===== src/rtl/ins_loader.sv =====
// Instruction loader: streams program bytes from a host into instruction
// memory while holding the processor in reset. It releases the processor once
// the end-of-program opcode has been written. If the memory fills up before
// that opcode arrives, it flags an overflow instead.
module ins_loader #(
  parameter int          ADDR_W = 8,
  parameter logic [7:0]  ENDOP  = 8'd28
) (
  input  logic              clk,
  input  logic              rst_n,
  input  logic              start,
  input  logic [7:0]        in_data,
  input  logic              in_valid,
  output logic              in_ready,
  output logic              mem_we,
  output logic [ADDR_W-1:0] mem_addr,
  output logic [7:0]        mem_wdata,
  output logic              cpu_rst_n,
  output logic              load_done,
  output logic              overflow_err,
  output logic [ADDR_W:0]   byte_count
);

  typedef enum logic [1:0] {
    IDLE,
    LOAD,
    DONE,
    ERR
  } state_t;

  localparam logic [ADDR_W-1:0] LAST_ADDR = '1;
  localparam logic [ADDR_W-1:0] ADDR_ONE  = 1;
  localparam logic [ADDR_W:0]   COUNT_ONE = 1;

  state_t            state_q, state_d;
  logic [ADDR_W-1:0] addr_q, addr_d;
  logic [ADDR_W:0]   count_q, count_d;
  logic              we_q, we_d;
  logic [ADDR_W-1:0] waddr_q, waddr_d;
  logic [7:0]        wdata_q, wdata_d;
  logic              handshake;

  // A byte is only ever accepted while loading.
  assign handshake = (state_q == LOAD) && in_valid;

  // Next-state logic: accept bytes, track the write address, and decide when the load ends.
  always_comb begin
    state_d = state_q;
    addr_d  = addr_q;
    count_d = count_q;
    we_d    = 1'b0;
    waddr_d = waddr_q;
    wdata_d = wdata_q;
    case (state_q)
      LOAD: begin
        if (handshake) begin
          we_d    = 1'b1;
          waddr_d = addr_q;
          wdata_d = in_data;
          count_d = count_q + COUNT_ONE;
          // ENDOP wins even at the last address, so it is checked first.
          if (in_data == ENDOP) begin
            state_d = DONE;
          end else if (addr_q == LAST_ADDR) begin
            state_d = ERR;
          end else begin
            addr_d = addr_q + ADDR_ONE;
          end
        end
      end
      IDLE, DONE, ERR: begin
        if (start) begin
          state_d = LOAD;
          addr_d  = '0;
          count_d = '0;
        end
      end
      default: begin
        state_d = IDLE;
      end
    endcase
  end

  // State and write-port registers; the memory write lags the handshake by one cycle.
  always_ff @(posedge clk or negedge rst_n) begin
    if (!rst_n) begin
      state_q <= IDLE;
      addr_q  <= '0;
      count_q <= '0;
      we_q    <= 1'b0;
      waddr_q <= '0;
      wdata_q <= '0;
    end else begin
      state_q <= state_d;
      addr_q  <= addr_d;
      count_q <= count_d;
      we_q    <= we_d;
      waddr_q <= waddr_d;
      wdata_q <= wdata_d;
    end
  end

  assign in_ready     = (state_q == LOAD);
  assign cpu_rst_n    = (state_q == DONE);
  assign load_done    = (state_q == DONE);
  assign overflow_err = (state_q == ERR);
  assign byte_count   = count_q;
  assign mem_we       = we_q;
  assign mem_addr     = waddr_q;
  assign mem_wdata    = wdata_q;

endmodule

===== config.mk =====
export PLATFORM = sky130hd
export DESIGN_NAME = ins_loader
export DESIGN_NICKNAME = d
export VERILOG_FILES = /design/src/rtl/ins_loader.sv
export SDC_FILE = /design/constraint.sdc
export NUM_CORES = 1
export LEC_CHECK = 0
export BUFFER_PORTS_ARGS = -buffer_cell sky130_fd_sc_hd__buf_2
export CELL_PAD_IN_SITES_DETAIL_PLACEMENT = 1
export CELL_PAD_IN_SITES_GLOBAL_PLACEMENT = 2
export CORE_MARGIN = 4
export CORE_UTILIZATION = 34
export CTS_CLUSTER_SIZE = 16
export DETAILED_ROUTE_END_ITERATION = 7
export GPL_ROUTABILITY_DRIVEN = 0
export PLACE_DENSITY_LB_ADDON = 0.1
export RECOVER_POWER = 50
export SLEW_MARGIN = 10
export SYNTH_ARGS = -nofsm -noshare
export SYNTH_HDL_FRONTEND = slang
export SYNTH_SLANG_ARGS = --single-unit

===== constraint.sdc =====
create_clock -name clk -period 4.24 [get_ports clk]
set_input_delay 0 -clock clk [delete_from_list [all_inputs] [get_ports clk]]
set_output_delay 0 -clock clk [all_outputs]
set_load 0.05 [all_outputs]

==> out/qor.csv, run 1 <==
metric;value;unit
DP HPWL;3100;um
Area contributors post-synth;dfrtp_1 (53%), nand2_1 (13%), o21ai_0 (2.7%);
pin count of the biggest net entering global routing;37;
Final setup violation count;0;
Clk Tree Root Cell;clkbuf_8;
row count;25;
Netlist cell types;39;
DR pass1 iterations;4;
largest family of logic cells by synthesized area;simple AND/OR/NAND/NOR gates;
cell with the most instances after synthesis;nand2_1;
worst-case clock buffer depth;2;
Num CTS Buffers;5;
relative slew slack;-0.360;
Critical Path AT;2.23;ns
register area share after synthesis;0.531;
pwr/cell area;626;mW/mm^2
layout cell share with drive strength beyond 1;0.154;
Area Overhead vs Synth;24.8;%
Post-Synth Simple-Gate Area;0.289;
Vias;1480;
CP max FO;28;
die width;78.6;um
Setup Total Neg Slack;0;ns
HP Class;input pin to flip-flop;
CTS resizes;0;
design area;0.00212;mm^2
PortBufs;41;
Post-synth ARST share;1.00;
final core occ;0.442;
Post-Place Cell Area;0.00195;mm^2
violated checks;capacitance limit, slew limit;
clk_lat worst skew;0.29;ns
clock-pin slew on the worst setup and hold paths;0.08;ns
syn_nets;190;
RSZ-0062 raised after global routing;false;
MaxCap Viol Count;1;
Yosys warnings;0;
fin crit period;2.06;ns
Iteration-0 DRC Markers;56;
DR vias/cell;5.02;
TritonCTS clock tree;yes;
Mapped Cells;176;
Clock Sinks;36;
wire length per cell;15.6;um
multiplexer share of the synthesized area;0.0125;
Vert. Die Dim;78.6;um
Pwr Total;1.32;mW
core area;0.00479;mm^2
Synth Area in Compound Gates;0.121;
Post-synth EDFFs;0;
nets@finish;242;
CP startpoint kind;flip-flop;
number of global-route vias before repair;1582;
grt total ovfl;0;
Slew Limit Fails;37;
H-tree depth;2;
Ant. Diodes;0;
critical path class;flip-flop to flip-flop;
post-synthesis adder-cell area fraction;0.0148;
Final period util;0.486;
outcome;finished, violations left;
top-area cell type share of the netlist area;0.531;
fmax;486;MHz
kind of end point of the critical path;flip-flop;
Final ANT Viol Nets;0;
num ports;42;
top_reg_cell synth;dfrtp_1;
Final Hold Viols;0;
Worst Max-Slew Pin Slew;2.04;ns
DIE AREA;0.00618;mm^2
PnR worst setup slack;2.18;ns
synth cell count leaders;nand2_1 (60), dfrtp_1 (36), o21ai_0 (9), nor2_1 (7);
synthesis-stage register bit count;36;
CP required;4.41;ns
Peak VDD IR;0.327;mV
GRT Util Overall;0.162;
number of antenna violations at the first check in global routing;0;
remaining routing DRC violations;0;
Mapped Area;0.00170;mm^2
Post-Route WL;4590;um
leading area contributor after synthesis;dfrtp_1;
global-route wire length before repair;7820;um
clk_skew;0.00965;ns
initial core utilization;0.354;
Pleak;0.987;nW
syn avg cell area;9.63;um^2
Placement Setup Slack;2.14;ns
xor/xnor share of the synthesized area;0.00517;
[per-stage QoR]
stage / instances / hold WS [ns]
after floorplan: 176 / -0.296
after global placement: 277 / 0.140
after detailed placement: 277 / 0.153
after CTS: 295 / 0.382
after global routing: 295 / 0.481
final: 295 / 0.457
[power breakdown]
group          leakage (nW)  switching, mW  total, mW  internal (mW)
sequential            0.430          0.102      0.538          0.436
clock                0.0400          0.125      0.236          0.111
combinational         0.517          0.399      0.550          0.152
total                 0.987          0.626       1.32          0.699
[path summary, 6_finish.rpt]
path	from	endpoint	slack [ns]	cells past startpoint
worst max-delay path	state_q[1]	addr_q[7]	2.18	5
worst min-delay path	in_data[5]	mem_wdata[5]	0.46	4
worst max register to register	state_q[1]	addr_q[7]	2.18	5
worst min register to register	mem_wdata[7]	mem_wdata[7]	0.48	2
max in group asynchronous	rst_n	addr_q[0]	2.23	2
min in group asynchronous	rst_n	addr_q[4]	0.84	2
[cells by family after synthesis]
group | after synthesis
AOI/OAI and AO/OA | 29
xor gates and xnor gates | 1
adders and majority gates | 2
buffers and inverters | 10
DFF | 36
muxes | 2
and+or+nand+nor | 96
[sequential cells by signal, indices dropped and copies added, names as in the netlist]
name,flops
mem_addr,8
state_q,2
mem_we,1
mem_wdata,8
addr_q,8
byte_count,9
[repair_timing]
action	in CTS	in global routing
endpoints found under the setup margin	0	0
endpoints found under the hold margin	47	0
setup buffers	0	0
hold buffers	11	0
[area by class of cell]
| type | count | area [um^2] |
|---|---|---|
| Timing Repair Buffer | 52 | 288 |
| Sequential cell | 36 | 901 |
| Clock inverter | 2 | 12.5 |
| Clock buffer | 5 | 68.8 |
| Inverter | 3 | 12.5 |
| Fill cell | 565 | 2670 |
| Tap cell | 67 | 83.8 |
| Multi-Input combinational cell | 130 | 749 |
[placed cells by master (no fill, tap or decap), drive strengths merged, types with 2 or more instances in the layout]
master	instances
o31ai	2
dlygate4sd3	11
nand2	60
clkbuf	27
inv	2
a31oi	2
nor2	8
nand4	3
and3	5
clkinv	2
nand3	5
buf	19
dfrtp	36
o21ai	10
a22o	4
nor3	3
a211o	4
ha	2
nor4	4
a21oi	4
[metal layers]
metal / global-route usage / share of wire
met5: 0 / 0
met4: 0.0472 / 0.012
met3: 0.0459 / 0.049
met2: 0.272 / 0.50
met1: 0.201 / 0.44
[worst max-delay path, cell delays in order, from the launching register on]
cell	delay (ns)
dfrtp_1	0.40
nand3b_4	0.37
clkinv_2	0.40
o21ai_1	0.13
a22o_4	0.27
a221o_1	0.36
(Power assumes the default switching activity.)
==> run 2, diff against run 1 <==
--- a/config.mk
+++ b/config.mk
@@ -5,11 +5,12 @@
 export SDC_FILE = /design/constraint.sdc
 export NUM_CORES = 1
 export LEC_CHECK = 0
+export ABC_AREA = 1
 export BUFFER_PORTS_ARGS = -buffer_cell sky130_fd_sc_hd__buf_2
 export CELL_PAD_IN_SITES_DETAIL_PLACEMENT = 1
 export CELL_PAD_IN_SITES_GLOBAL_PLACEMENT = 2
 export CORE_MARGIN = 4
-export CORE_UTILIZATION = 34
+export CORE_UTILIZATION = 27
 export CTS_CLUSTER_SIZE = 16
 export DETAILED_ROUTE_END_ITERATION = 7
 export GPL_ROUTABILITY_DRIVEN = 0
==> constraint.sdc (replaced) <==
create_clock -name clk -period 1.8 [get_ports clk]
set_input_delay 0 -clock clk [delete_from_list [all_inputs] [get_ports clk]]
set_output_delay 0 -clock clk [all_outputs]
set_load 0.05 [all_outputs]
==> run 2 against run 1 <==
Net effect: the run now ends clean; worst hold slack lost 0.39 ns; sequential share of layout area decreased by 2.6 points; clock power grew 150%; design area up 6.4%; sequential power rose by 110%; flip-flop and latch count is the same; combinational power grew to 2.9 times the previous value; via count up 9.8%; synthesized cell count is 29% higher; routed wire length is 6.7% higher; count of clock-buffer cells in the layout unchanged; critical path type is now input pin to asynchronous set/reset pin; highest routed layer unchanged.
==> out/qor.csv, run 2 <==
metric;value;unit
fin crit period;1.50;ns
syn_nets;241;
Largest register FFs;9;
num ports;42;
row count;29;
Hold EP;byte_count[5];
remaining routing DRC violations;0;
RSZ-0062 raised after global routing;false;
Final setup violation count;0;
PortBufs;41;
Critical R2R Launch;addr_q[1];
register area;901;um^2
kind of end point of the critical path;asynchronous set/reset pin;
Final period util;0.836;
top-area cell type share of the netlist area;0.504;
Post-synth ARST share;1.00;
Post-Route WL;4900;um
largest family of logic cells by synthesized area;simple AND/OR/NAND/NOR gates;
clk_skew;0.00427;ns
outcome;finished, final reports clean;
TritonCTS clock tree;yes;
Filler cells;822;
pin count of the biggest net entering global routing;36;
number of global-route vias before repair;1621;
Worst Max-Slew Pin Slew;1.47;ns
clk_lat worst skew;0.29;ns
xor/xnor share of the synthesized area;0.00980;
cell with the most instances after synthesis;nand2_1;
pwr/cell area;1470;mW/mm^2
Final ANT Viol Nets;0;
Yosys warnings;0;
H-tree depth;2;
Critical Path AT;1.99;ns
grt total ovfl;0;
Placement Setup Slack;0.290;ns
leading area contributor after synthesis;dfrtp_1;
fmax;665;MHz
top_reg_cell synth;dfrtp_1;
Clk Tree Root Cell;clkbuf_8;
synthesis-stage register bit count;36;
FF-to-FF setup slack;0.30;ns
Netlist cell types;26;
CP peak stage delay;1.07;ns
Hold Slack;0.0679;ns
syn avg cell area;7.88;um^2
PnR worst setup slack;0.296;ns
relative slew slack;0.0194;
Peak VDD IR;0.736;mV
Area Overhead vs Synth;25.9;%
Pint;1.60;mW
post-synthesis adder-cell area fraction;0.0140;
die width;89.4;um
Mapped Cells;227;
R2R depth;8;
hold depth;4;
HP Class;input pin to flip-flop;
DIE AREA;0.00799;mm^2
Iteration-0 DRC Markers;32;
Hold Crit Start;start;
Num CTS Buffers;5;
synth cell count leaders;nand2_1 (84), dfrtp_1 (36), nor2_1 (21), inv_1 (20), o21ai_0 (18);
Post-synth EDFFs;0;
GRT Util Overall;0.134;
layout cell share with drive strength beyond 1;0.169;
Setup Total Neg Slack;0;ns
commonest non-fill, non-tap cell in the layout;nand2_1;
FF-to-FF End;addr_q[6];
placed insts;344;
Slew Limit Fails;0;
initial core utilization;0.280;
Pleak;1.18;nW
commonest non-fill, non-tap cells in the layout;nand2_1 (84), dfrtp_1 (36), buf_2 (25);
combinational power share;0.475;
Vias;1625;
CP required;2.29;ns
wire length per cell;13.6;um
DR pass1 iterations;4;
P_sw;1.70;mW
worst-case clock buffer depth;2;
Clk pwr share;0.177;
Post-Synth Simple-Gate Area;0.346;
Pwr Total;3.30;mW
critical path's slowest cell;clkbuf_1;
MaxCap Viol Count;0;
Ant. Diodes;0;
Mapped Area;0.00179;mm^2
critical path class;input pin to asynchronous set/reset pin;
multiplexer share of the synthesized area;0;
Clock Sinks;36;
clock-pin slew on the worst setup and hold paths;0.08;ns
multi-input combinational cell area;781;um^2
number of antenna violations at the first check in global routing;0;
CP startpoint kind;input pin;
register area share after synthesis;0.504;
DP HPWL;3610;um
sequential share of power;0.348;
Cell Chain, Critical Path;dlygate4sd3_1 -> clkbuf_1 -> clkbuf_2;
Synth Area in Compound Gates;0.0672;
switching part of the total power;0.514;
Vert. Die Dim;89.4;um
CP max FO;25;
Area contributors post-synth;dfrtp_1 (50%), nand2_1 (18%), o21ai_0 (5.0%);
global-route wire length before repair;8070;um
DR vias/cell;4.50;
core area;0.00639;mm^2
Final Hold Viols;0;
Non-Filler Instances;361;
nets@finish;297;
## run 2: power groups by stage
stage / registers (mW) / logic (mW) / clock network, mW
6_report: 1.15 / 1.57 / 0.585
5_1_grt: 1.18 / 1.73 / 0.656
4_1_cts: 1.15 / 1.63 / 0.628
3_5_place_dp: 1.17 / 1.61 / 0
3_3_place_gp: 1.16 / 1.60 / 0
2_1_floorplan: 1.63 / 0.723 / 0
## run 2: worst max-delay path: cells and delay by family
| kind | cells | cell delay [ns] |
|---|---|---|
| buffers and inverters | 3 | 1.98 |
## run 2: area by class of cell
class                           count  area share
Timing Repair Buffer               54       0.135
Tap cell                           77      0.0428
Clock buffer                        5      0.0306
Multi-Input combinational cell    164       0.347
Sequential cell                    36       0.400
Clock inverter                      3     0.00834
Inverter                           22      0.0367
## run 2: how the worst max path moves through the flow
stage	from	to	slack (ns)
floorplan	byte_count[0]	byte_count[8]	0.22
global placement	state_q[1]	byte_count[6]	0.31
detailed placement	addr_q[1]	addr_q[6]	0.29
CTS	addr_q[1]	addr_q[6]	0.28
global route	rst_n	mem_addr[2]	0.07
finish	rst_n	mem_addr[2]	0.30
## run 2: per-stage QoR
| stage | area [um^2] | utilization |
|---|---|---|
| floorplan | 1790 | - |
| global placement | 2100 | 0.328 |
| detailed placement | 2100 | 0.328 |
| CTS | 2270 | 0.356 |
| global route | 2250 | 0.352 |
| finish | 2250 | 0.352 |
## run 2: kinds of logic (layout without fill, tap and decap cells)
family                     Yosys count  count (layout)
xor gates and xnor gates             2               2
buffers and inverters               27              84
AOI/OAI and AO/OA                   23              23
DFF                                 36              36
and+or+nand+nor                    137             137
adders and majority gates            2               2
## run 2: routing by layer
| metal | wire length, um | GRT usage | vias up |
|---|---|---|---|
| met5 | 0 | 0 | - |
| met1 | 2480 | 0.188 | 751 |
| li1 | - | - | 832 |
| met2 | 2070 | 0.202 | 37 |
| met4 | 62 | 0.0406 | 0 |
| met3 | 286 | 0.0341 | 5 |
## run 2: what timing repair did
item,in CTS,in global routing
buffers inserted,0,0
hold buffers,9,0
gates resized for setup,0,0
endpoints found under the hold margin,31,0
==> run 3, diff against run 2 <==
--- a/config.mk
+++ b/config.mk
@@ -10,7 +10,7 @@
 export CELL_PAD_IN_SITES_DETAIL_PLACEMENT = 1
 export CELL_PAD_IN_SITES_GLOBAL_PLACEMENT = 2
 export CORE_MARGIN = 4
-export CORE_UTILIZATION = 27
+export CORE_UTILIZATION = 30
 export CTS_CLUSTER_SIZE = 16
 export DETAILED_ROUTE_END_ITERATION = 7
 export GPL_ROUTABILITY_DRIVEN = 0
==> constraint.sdc (replaced) <==
create_clock -name clk -period 1.5 [get_ports clk]
set_input_delay 0 -clock clk [delete_from_list [all_inputs] [get_ports clk]]
set_output_delay 0 -clock clk [all_outputs]
set_load 0.05 [all_outputs]
==> run 3 against run 2 <==
Net effect: routed wire length increased by 0.27%; worst setup slack got worse by 0.16 ns; highest routed layer unchanged; worst hold slack got worse by 0.065 ns; largest power group unchanged; via count about the same; total power increased by 30%; combinational power increased by 33%; die area decreased by 9.1%; critical path type is now flip-flop to flip-flop; clock power increased by 46%.
==> out/qor.csv, run 3 (synthesis gave the netlist of run 2 again) <==
metric;value;unit
Clock Sinks;36;
TritonCTS clock tree;yes;
register area;905;um^2
worst-case clock buffer depth;2;
CP startpoint kind;flip-flop;
CP required;1.68;ns
relative slew slack;0.592;
wire length per cell;13.5;um
Final period util;0.909;
Hold Crit Start;in_data[5];
Vias;1624;
die width;85.2;um
GRT Util Overall;0.148;
commonest non-fill, non-tap cells in the layout;nand2_1 (84), dfrtp_1 (33), buf_2 (27);
number of global-route vias before repair;1713;
Final setup violation count;0;
Largest register FFs;9;
grt total ovfl;0;
DR pass1 iterations;4;
pin count of the biggest net entering global routing;29;
pwr/cell area;1820;mW/mm^2
clk_skew;0.00713;ns
nets@finish;304;
core area;0.00564;mm^2
fin crit period;1.36;ns
design area;0.00237;mm^2
Iteration-0 DRC Markers;58;
number of antenna violations at the first check in global routing;0;
CP max FO;6;
Post-Route WL;4910;um
multi-input combinational cell area;816;um^2
Num CTS Buffers;5;
clk_lat worst skew;0.29;ns
DR vias/cell;4.47;
RSZ-0062 raised after global routing;false;
kind of end point of the critical path;flip-flop;
remaining routing DRC violations;0;
HP Class;input pin to flip-flop;
H-tree depth;2;
critical path class;flip-flop to flip-flop;
MaxCap Viol Count;0;
Slew Limit Fails;0;
Setup Total Neg Slack;0;ns
Filler cells;712;
global-route wire length before repair;8570;um
Pleak;1.23;nW
DP HPWL;3700;um
Area Overhead vs Synth;32.3;%
outcome;finished, final reports clean;
initial core utilization;0.317;
Ant. Diodes;0;
DIE AREA;0.00726;mm^2
row count;27;
num ports;42;
fmax;733;MHz
Post-Place Cell Area;0.00217;mm^2
Final ANT Viol Nets;0;
Critical Path AT;1.54;ns
Vert. Die Dim;85.2;um
Clk Tree Root Cell;clkbuf_8;
Peak VDD IR;1.16;mV
Worst Max-Slew Pin Slew;0.615;ns
clock-pin slew on the worst setup and hold paths;0.08;ns
Final Hold Viols;0;
commonest non-fill, non-tap cell in the layout;nand2_1;
layout cell share with drive strength beyond 1;0.223;
Critical Path Source;addr_q[0];
PortBufs;41;
Critical R2R Launch;addr_q[0];
run 3: cell types whose count changed in the layout (fill, tap and decap cells not counted), moves of 2 or more:
cell and delta:
nor2_4 +2, dfrtp_2 +3, nor2_1 -3, buf_2 +2, dfrtp_1 -3, buf_4 +6
nand3_1 -2
run 3: area by class of cell:
class	count	share of cell area
tap	72	0.0381
clock buffer	6	0.0307
timing repair buffer	61	0.154
inverter	22	0.0349
clock inverter	2	0.0148
multi-input combinational	164	0.345
sequential	36	0.382
run 3: repair_timing:
item                                    in CTS  in global routing
hold buffers                                 8                  0
buffers inserted                             0                  0
hold endpoints to repair                    43                  0
pin swaps                                    0                  2
endpoints found under the setup margin       1                 11
gates resized for setup                      1                  7
gates cloned                                 0                  0
run 3: routing by layer:
| layer | vias to the layer above | part of all wire | global-route usage |
|---|---|---|---|
| met1 | 738 | 0.52 | 0.222 |
| li1 | 838 | - | - |
| met2 | 43 | 0.40 | 0.212 |
| met4 | 0 | 0.011 | 0.0388 |
| met5 | - | 0 | 0 |
| met3 | 5 | 0.059 | 0.0350 |
run 3: power breakdown:
| part | internal, mW | leakage [nW] | switching (mW) |
|---|---|---|---|
| Sequential | 1.19 | 0.477 | 0.175 |
| Combinational | 0.550 | 0.700 | 1.54 |
| Clock | 0.494 | 0.0552 | 0.358 |
run 3: worst paths after layout:
| path | endpoint | slack, ns | cells after the start |
|---|---|---|---|
| min in group asynchronous | mem_wdata[5] | 0.21 | 2 |
| worst max-delay path | addr_q[6] | 0.14 | 8 |
| worst max register to register | addr_q[6] | 0.14 | 8 |
| worst min register to register | mem_wdata[4] | 0.49 | 2 |
| max in group asynchronous | state_q[1] | 0.48 | 3 |
| worst min-delay path | mem_wdata[5] | 0.003 | 3 |
run 3: through the flow:
step | utilization | hold slack (ns) | setup slack (ns) | power (mW) | cells
6_report | 0.419 | 0.00296 | 0.137 | 4.31 | 363
5_1_grt | 0.419 | 0.0203 | 0.00439 | 4.62 | 363
3_3_place_gp | 0.384 | -0.120 | 0.0394 | 3.47 | 347
2_1_floorplan | - | -0.296 | 0.0785 | 2.84 | 227
4_1_cts | 0.418 | 0.000580 | 0.0375 | 4.38 | 363
3_5_place_dp | 0.384 | -0.120 | 0.00807 | 3.48 | 347
run 3: worst max-delay path, cell delays in order, from the launching register on:
cell and delay (ns):
dfrtp_1 0.39, ha_1 0.18, nand2_1 0.11, nor2_4 0.16, nand3_2 0.12, nand2_2 0.12
nor2_4 0.05, nand2_1 0.07, nand2_1 0.05
